## src/rtl/fetch_pkg.sv

```systemverilog
// Shared constants, widths and the buffered-instruction type for the fetch stage.
package fetch_pkg;

  localparam logic [31:0] NOP_INSTR        = 32'h0000_0013;
  localparam logic [31:0] DEFAULT_RESET_PC = 32'h0000_0000;

  // Pointer width of a DEPTH-entry buffer; counters are one bit wider.
  function automatic int ptr_w(input int depth);
    return $clog2(depth);
  endfunction

  typedef struct packed {
    logic [31:0] pc;
    logic [31:0] instr;
  } fetch_entry_t;

endpackage

```

## src/rtl/fetch_fifo.sv

```systemverilog
// Generic DEPTH-entry synchronous FIFO with flush; head visible combinationally, push-to-head 1 cycle.
// No internal backpressure: the owner guarantees push only when a slot is free (push+pop when full is fine).
module fetch_fifo
  import fetch_pkg::*;
#(
  parameter int DEPTH = 2,
  localparam int PTR_W = ptr_w(DEPTH)
) (
  input  logic             clk,
  input  logic             reset,
  input  logic             flush,
  input  logic             push,
  input  fetch_entry_t     push_dat,
  input  logic             pop,
  output fetch_entry_t     head_dat,
  output logic [PTR_W:0]   count
);

  localparam logic [PTR_W-1:0] PTR_ONE = PTR_W'(1);
  localparam logic [PTR_W:0]   CNT_ONE = (PTR_W+1)'(1);

  fetch_entry_t     mem [DEPTH];
  logic [PTR_W-1:0] wr_ptr;
  logic [PTR_W-1:0] rd_ptr;

  always_ff @(posedge clk) begin
    if (reset || flush) begin
      wr_ptr <= '0;
      rd_ptr <= '0;
      count  <= '0;
    end else begin
      if (push) wr_ptr <= wr_ptr + PTR_ONE;
      if (pop)  rd_ptr <= rd_ptr + PTR_ONE;
      case ({push, pop})
        2'b10:   count <= count + CNT_ONE;
        2'b01:   count <= count - CNT_ONE;
        default: count <= count;
      endcase
    end
  end

  always_ff @(posedge clk) begin
    if (push && !flush) mem[wr_ptr] <= push_dat;
  end

  assign head_dat = mem[rd_ptr];

endmodule

```

## src/rtl/fetch_unit.sv

```systemverilog
// Fetch stage: owns the PC, keeps up to DEPTH requests+buffered words in flight, redirect flushes; rvalid->instr_valid 1 cycle
// (0 cycles with FETCH_BYPASS_EN when the buffer is empty). Requests stall while buffer+in-flight reach DEPTH.
module fetch_unit
  import fetch_pkg::*;
#(
  parameter int          DEPTH    = 2,
  parameter int          ADDR_W   = 11,
  parameter logic [31:0] RESET_PC = DEFAULT_RESET_PC
) (
  input  logic              clk,
  input  logic              reset,
  input  logic              redirect_valid,
  input  logic [31:0]       redirect_pc,
  output logic              imem_req,
  output logic [ADDR_W-1:0] imem_addr,
  input  logic              imem_gnt,
  input  logic              imem_rvalid,
  input  logic [31:0]       imem_rdata,
  output logic              instr_valid,
  input  logic              instr_ready,
  output logic [31:0]       instr,
  output logic [31:0]       instr_pc
);

  localparam int               CNT_W   = ptr_w(DEPTH) + 1;
  localparam logic [CNT_W-1:0] CNT_ONE = CNT_W'(1);
  localparam logic [CNT_W:0]   CREDITS = (CNT_W+1)'(DEPTH);

  logic [31:0]      fetch_pc;
  logic [31:0]      resp_pc;
  logic [CNT_W-1:0] outstanding;
  logic [CNT_W-1:0] outstanding_nxt;
  logic [CNT_W-1:0] discard;
  logic [CNT_W-1:0] fifo_count;
  logic             accept;
  logic             rsp;
  logic             keep;
  logic             bypass;
  logic             push;
  logic             pop;
  fetch_entry_t     head_dat;
  fetch_entry_t     push_dat;

  assign imem_addr = fetch_pc[ADDR_W+1:2];
  assign imem_req  = !reset && !redirect_valid &&
                     (({1'b0, fifo_count} + {1'b0, outstanding}) < CREDITS);
  assign accept    = imem_req && imem_gnt;
  // A response with nothing outstanding can only belong to a request from before reset.
  assign rsp       = imem_rvalid && (outstanding != '0);
  assign keep      = rsp && !redirect_valid && (discard == '0);

`ifdef FETCH_BYPASS_EN
  assign bypass = keep && (fifo_count == '0);
`else
  assign bypass = 1'b0;
`endif

  assign instr_valid = !reset && ((fifo_count != '0) || bypass);
  assign pop         = !reset && !redirect_valid && instr_ready && (fifo_count != '0);
  assign push        = keep && !(bypass && instr_ready);
  assign push_dat    = '{pc: resp_pc, instr: imem_rdata};

  always_comb begin
    instr    = NOP_INSTR;
    instr_pc = '0;
    if (instr_valid) begin
      if (fifo_count != '0) begin
        instr    = head_dat.instr;
        instr_pc = head_dat.pc;
      end else begin
        instr    = imem_rdata;
        instr_pc = resp_pc;
      end
    end
  end

  always_comb begin
    case ({accept, rsp})
      2'b10:   outstanding_nxt = outstanding + CNT_ONE;
      2'b01:   outstanding_nxt = outstanding - CNT_ONE;
      default: outstanding_nxt = outstanding;
    endcase
  end

  always_ff @(posedge clk) begin
    if (reset) begin
      fetch_pc    <= RESET_PC;
      resp_pc     <= RESET_PC;
      outstanding <= '0;
      discard     <= '0;
    end else if (redirect_valid) begin
      // Everything still in flight after this cycle belongs to the old stream.
      fetch_pc    <= redirect_pc & 32'hFFFF_FFFC;
      resp_pc     <= redirect_pc & 32'hFFFF_FFFC;
      outstanding <= outstanding_nxt;
      discard     <= outstanding_nxt;
    end else begin
      if (accept) fetch_pc <= fetch_pc + 32'd4;
      if (keep)   resp_pc  <= resp_pc + 32'd4;
      if (rsp && !keep) discard <= discard - CNT_ONE;
      outstanding <= outstanding_nxt;
    end
  end

  fetch_fifo #(.DEPTH(DEPTH)) u_fifo (
    .clk      (clk),
    .reset    (reset),
    .flush    (redirect_valid),
    .push     (push),
    .push_dat (push_dat),
    .pop      (pop),
    .head_dat (head_dat),
    .count    (fifo_count)
  );

endmodule
```

## config.mk

```make
export PLATFORM = sky130hd
export DESIGN_NAME = fetch_unit
export DESIGN_NICKNAME = d
export VERILOG_FILES = /design/src/rtl/fetch_pkg.sv /design/src/rtl/fetch_fifo.sv /design/src/rtl/fetch_unit.sv
export SDC_FILE = /design/constraint.sdc
export NUM_CORES = 1
export LEC_CHECK = 0
export ABC_CLOCK_PERIOD_IN_PS = 8610
export BUFFER_PORTS_ARGS = -buffer_cell sky130_fd_sc_hd__buf_2
export CORE_MARGIN = 2
export CORE_UTILIZATION = 25
export CTS_CLUSTER_DIAMETER = 30
export CTS_CLUSTER_SIZE = 12
export DETAILED_ROUTE_END_ITERATION = 10
export GPL_TIMING_DRIVEN = 0
export SETUP_SLACK_MARGIN = 0.2
export SLEW_MARGIN = 20
export SYNTH_ARGS = -nofsm -noshare
export SYNTH_HDL_FRONTEND = slang
export SYNTH_SLANG_ARGS = --single-unit
```

## constraint.sdc

```tcl
create_clock -name clk -period 8.61 [get_ports clk]
set_input_delay 0.4305 -clock clk [delete_from_list [all_inputs] [get_ports clk]]
set_output_delay 0.4305 -clock clk [all_outputs]
set_load 0.02 [all_outputs]
```

# Yosys cells after proc, flatten, opt, wreduce, memory -nomap -nowiden
# Memory sizes are Yosys's and may differ from the RTL's. A register that Yosys moved wholly into a read port is not among the register bits.
# Cells that the tools add are included.
# Widths: inputs -> output; s select.
[word_totals]
n_memories = 1
out_inout_bits = 77
inputBits = 70
elab_cells = 64
ram_bits = 128
reg_bits = 72
[op_classes]
muxes = 16
order_cmp = 1
n_reduce_logical = 23
add_sub_neg = 10
eq_ne = 4
[mem_list]
columns = ["name", "depth", "width", "read_ports", "rd_ports_with_merged_regs", "write_ports", "line", "source"]
rows = [
  ["u_fifo.mem", 2, 64, 1, 1, 1, "fetch_fifo.sv:22", "fetch_entry_t mem [DEPTH];"],
]
[ops]
columns = ["operator", "count"]
rows = [
  ["$mux 32", 8],
  ["$add 32x3->32 const B", 2],
  ["$reduce_bool 2->1", 6],
  ["$logic_and 1x1->1", 11],
  ["$pmux 2 s2", 2],
  ["$sub 2x1->2 const B", 3],
  ["$add 2x1->2 const B", 2],
  ["$eq 2x1->1 const B", 2],
  ["$eq 2x2->1 const B", 2],
  ["$mux 1", 4],
  ["$mux 2", 2],
  ["$add 2x2->3", 1],
  ["$logic_not 1->1", 3],
  ["$lt 3x2->1 const B", 1],
  ["$add 1x1->1 const B", 2],
  ["$logic_not 2->1", 1],
  ["$reduce_or 2->1", 1],
  ["$logic_or 1x1->1", 1],
]

# Logic depth before layout (Yosys ltp)
[depth]
ltp_word = 8
ltp_mapped = 11
depth_no_buf = 11

# By module
# Synthesis repeated with hierarchy kept, for this count alone.
[unflattened]
hier_cells = 621
hier_area_um2 = 7903.8
[modules_own_cells]
columns = ["module", "n_inst", "seq_area_each_um2", "area_per_inst_um2", "cells_per_inst"]
rows = [
  ["fetch_fifo", 1, 3943.8, 4802.1, 219],
  ["fetch_unit", 1, 900.9, 3101.7, 402],
]

# Worst setup path after synthesis
# Ideal clock, no wire load.
[synth_path]
path_type = "flip-flop to flip-flop"
start = "register discard[0]"
end = "memory u_fifo.mem[0][0] (netlist name) (enable)"
synth_period_minus_slack_ns = 4.251
setup_ns = 0.483
required_time_ns = 8.127
path_slack_ns = 4.359
stages_incl_launch_ff = 8
t_arrival_ns = 3.768
n_path_buf = 1
path_cell_list = "dfxtp_1 inv_1 ha_1 o211a_1 clkbuf_1 and2_1 inv_1 nor2_1"
[synth_between]
elab_chain_cells = 5
[synth_lines]
columns = ["item", "line", "source"]
rows = [
  ["start: declaration", "fetch_unit.sv:33", "logic [CNT_W-1:0] discard;"],
  ["start signal: assignment", "fetch_unit.sv:96", "discard <= outstanding_nxt;"],
  ["start signal: assignment", "fetch_unit.sv:100", "if (rsp && !keep) discard <= discard - CNT_ONE;"],
  ["$logic_not 2->1", "fetch_unit.sv:50", "assign keep = rsp && !redirect_valid && (discard == '0);"],
  ["$logic_and 1x1->1", "fetch_unit.sv:50", ""],
  ["$logic_and 1x1->1", "fetch_fifo.sv:43", "if (push && !flush) mem[wr_ptr] <= push_dat;"],
  ["$mux 1", "fetch_fifo.sv:43", ""],
  ["$mux 1 (not written as such)", "fetch_fifo.sv:43", ""],
  ["end: declaration", "fetch_fifo.sv:22", ""],
]
# No other way between the ends.

==> reports/metrics.json <==
{
  "clock_network": {
    "htreeDepth": 4,
    "numCtsBuffers": 17,
    "postCtsSetupBuffers": 0,
    "cts_hold_buf": 0,
    "clkSinkCount": 174,
    "tritoncts_clock_tree": "built",
    "cts-root-buf": "clkbuf_16",
    "clock_transition_at_the_register_clock_pins_on_the_worst_setup_and_hold_paths_after_cts_ps": 70,
    "worst_skew_pair.late_latency_ps": 420,
    "ctsResizeCount": 0,
    "ctsLongestPathBuffers": 2
  },
  "placed_design": {
    "port-buffer-count": 142,
    "globalplace.congestion": 0.796,
    "placed_cells_incl_taps": 1115,
    "hpwl_mm": 13.0
  },
  "timing": {
    "tns_ps": 0,
    "finalClockSkew_ps": 8.03,
    "worstMarginPinSlew_ps": 793,
    "maxClockFrequency_mhz": 334,
    "setup_repair_after_global_routing_missed_its_margin": "false",
    "finalCriticalPeriod_ps": 3000,
    "timing.hold.ws_ps": 188,
    "slew_violations": 0,
    "timing.slew.headroom": 0.471,
    "hold_viol": 0,
    "setup-violations-final": 0,
    "fin_crit_sh": 0.348
  },
  "critical_path": {
    "worst-r2r-setup-slack_ps": 5830,
    "critical_path.endpoint_type": "output pin",
    "cp.arrival_ps": 2570,
    "worst_ep_required_time_ps": 8180,
    "setup.worst_path.start_class": "flop",
    "worstSetupPathType": "flop to output pin",
    "critPathMaxFanout": 10
  },
  "routing": {
    "drt-total-wl_mm": 17.7,
    "detail_route.wl_per_cell_um": 15.5,
    "drt_iter0_drc": 228,
    "drtPass1Iterations": 4,
    "viasPerCell": 4.35,
    "drtAntennaViolNets": 0,
    "drc": 0,
    "vias": 4993
  },
  "final_layout": {
    "area.sequential_sq_mm": 0.00472,
    "synthToLayoutAreaGrowth_pct": 25.5,
    "layout.filler_cells": 2920,
    "design.final.nets": 826,
    "drive_above_1_share": 0.254,
    "antenna-diode-count": 0,
    "multi_input_area_sq_mm": 0.00244,
    "stdcell_count": 1147
  },
  "floorplanning": {
    "design.portCount": 147,
    "fp.dieW_um": 175,
    "placementRows": 62,
    "floorplan.initialDensity": 0.255,
    "fp.coreArea_sq_mm": 0.0288,
    "design.die.area_sq_mm": 0.0307,
    "die-height_um": 175
  },
  "status": {
    "status": "completed"
  },
  "synth": {
    "synth-edff-count": 124,
    "ranking_of_synthesized_cells_by_area": "edfxtp_1 (51%), dfxtp_1 (14%), mux2i_1 (8.9%)",
    "count_of_state_elements_after_synthesis": 174,
    "yosys_warnings": 0,
    "synth_top_area_cell": "edfxtp_1",
    "synth_top_cell_area_share": 0.508,
    "synthArstFlopShare": 0,
    "avgSynthCellArea_sq_um": 12.6,
    "commonest_register_cell_after_synthesis": "edfxtp_1",
    "synth-seq-area-share": 0.644,
    "yosysUniqueCellTypes": 50,
    "mappedNetlistArea_sq_mm": 0.00733,
    "synth_cells": 584
  },
  "min_path": {
    "min_path_type": "input port to flop"
  },
  "grt": {
    "grt_pass1_wl_mm": 27.3,
    "track_usage": 0.117,
    "initial_antenna_violation_count": 0,
    "number_of_global_route_vias_before_repair": 4800,
    "overflow": 0,
    "largest_net_degree_at_the_start_of_global_routing": 49
  },
  "pwr": {
    "vdd_drop_max_mv": 0.0782,
    "static-leakage-power_nw": 3.31,
    "share_of_total_power_in_combinational_logic": 0.079,
    "power.share.clock": 0.397,
    "share_seq_of_total_power": 0.524,
    "switching_power_mw": 0.440,
    "total_internal_power_mw": 1.40,
    "pwr_density_cell_mw_per_mm2": 200,
    "finalPower_mw": 1.84,
    "sw_frac_of_total": 0.239
  },
  "run": {
    "drv.max_cap_violation_count": 0
  }
}
power groups by stage:
stage | Combinational (mW) | Sequential [mW] | Clock (mW)
after floorplan | 0.0835 | 0.982 | 0
after global placement | 0.137 | 0.987 | 0
after detailed placement | 0.147 | 0.984 | 0
after CTS | 0.148 | 0.966 | 0.750
after global routing | 0.162 | 0.970 | 0.781
final | 0.146 | 0.966 | 0.731
worst max-delay path, stage by stage (launching register included):
cell      delay [ps]
dfxtp_1          300
clkbuf_1         540
clkbuf_1         670
mux2i_1          160
nor2_1           250
buf_2            220
Yosys cell counts (all sizes together), types with 2 or more instances:
| cell type | count |
|---|---|
| a21boi | 8 |
| and4 | 6 |
| clkbuf | 20 |
| o211ai | 2 |
| edfxtp | 124 |
| mux2i | 65 |
| and3 | 11 |
| or3 | 2 |
| a21oi | 14 |
| nand2 | 24 |
| mux2 | 3 |
| dfxtp | 50 |
| o21ai | 10 |
| nand4b | 2 |
| or2 | 2 |
| xor2 | 23 |
| nand4 | 18 |
| nor3 | 3 |
| a211oi | 17 |
| nor2 | 100 |
| nor4 | 2 |
| or4 | 2 |
| inv | 14 |
| ha | 5 |
| xnor2 | 16 |
| nand3 | 13 |
| and2 | 2 |
| o21a | 2 |
| buf | 11 |
state kept, by name, summed over array words and instances (netlist names), named ones only:
| register | flops |
|---|---|
| u_fifo.mem | 124 |
| resp_pc | 30 |
| fetch_pc | 11 |
| discard | 2 |
| outstanding | 2 |
| u_fifo.count | 2 |
| u_fifo.rd_ptr | 1 |
| u_fifo.wr_ptr | 1 |
worst paths after layout:
kind / cells after the start / start / end
worst max register to register: 10 / outstanding[0] / discard[1]
worst min-delay path: 1 / imem_rdata[1] / u_fifo.mem[1][1]
worst max-delay path: 5 / flop / instr_pc[3]
worst min register to register: 2 / u_fifo.rd_ptr / u_fifo.rd_ptr
per-layer routing:
metal | global-route usage | vias to the layer above | routed length (um)
li1 | - | 2451 | -
met1 | 0.155 | 2381 | 8350
met2 | 0.188 | 144 | 8250
met3 | 0.0301 | 17 | 803
met4 | 0.0385 | 0 | 350
met5 | 0 | - | 0
kinds of logic after synthesis:
group | share of synthesized area
fa+ha+maj | 0.0113
mux | 0.0933
compound gates | 0.0570
xor+xnor | 0.0466
simple gates | 0.122
other cells | 0.000511
flops | 0.644
buf+inv | 0.0254
through the flow:
step | util | instance area [sq um] | setup WS, ps
floorplan | - | 7340 | 4360
global placement | 0.296 | 8530 | 2460
detailed placement | 0.300 | 8640 | 5850
CTS | 0.320 | 9200 | 5520
global route | 0.320 | 9200 | 5350
finish | 0.320 | 9200 | 5610
cell usage in the layout, fill, tap and decap left out, drive strengths merged, types with 6 or more instances in the layout:
cell type / count
inv: 19
a21oi: 14
dfxtp: 50
a211oi: 17
clkbuf: 38
xnor2: 16
nand2: 24
a21boi: 8
xor2: 23
edfxtp: 124
buf: 157
clkinv: 7
nand4: 18
and4: 6
and3: 11
o21ai: 10
mux2i: 65
nor2: 100
nand3: 13
layout make-up:
| class | instances | share of cell area |
|---|---|---|
| plain buffers | 31 | 0.0140 |
| well taps | 384 | 0.0522 |
| repair buffers | 146 | 0.0879 |
| flip-flops and latches | 174 | 0.514 |
| inverters | 15 | 0.00626 |
| clock buffers | 18 | 0.0466 |
| multi-input cells | 365 | 0.265 |
| clock inverters | 14 | 0.0144 |
Note: power is estimated with default switching activity, not from simulation.
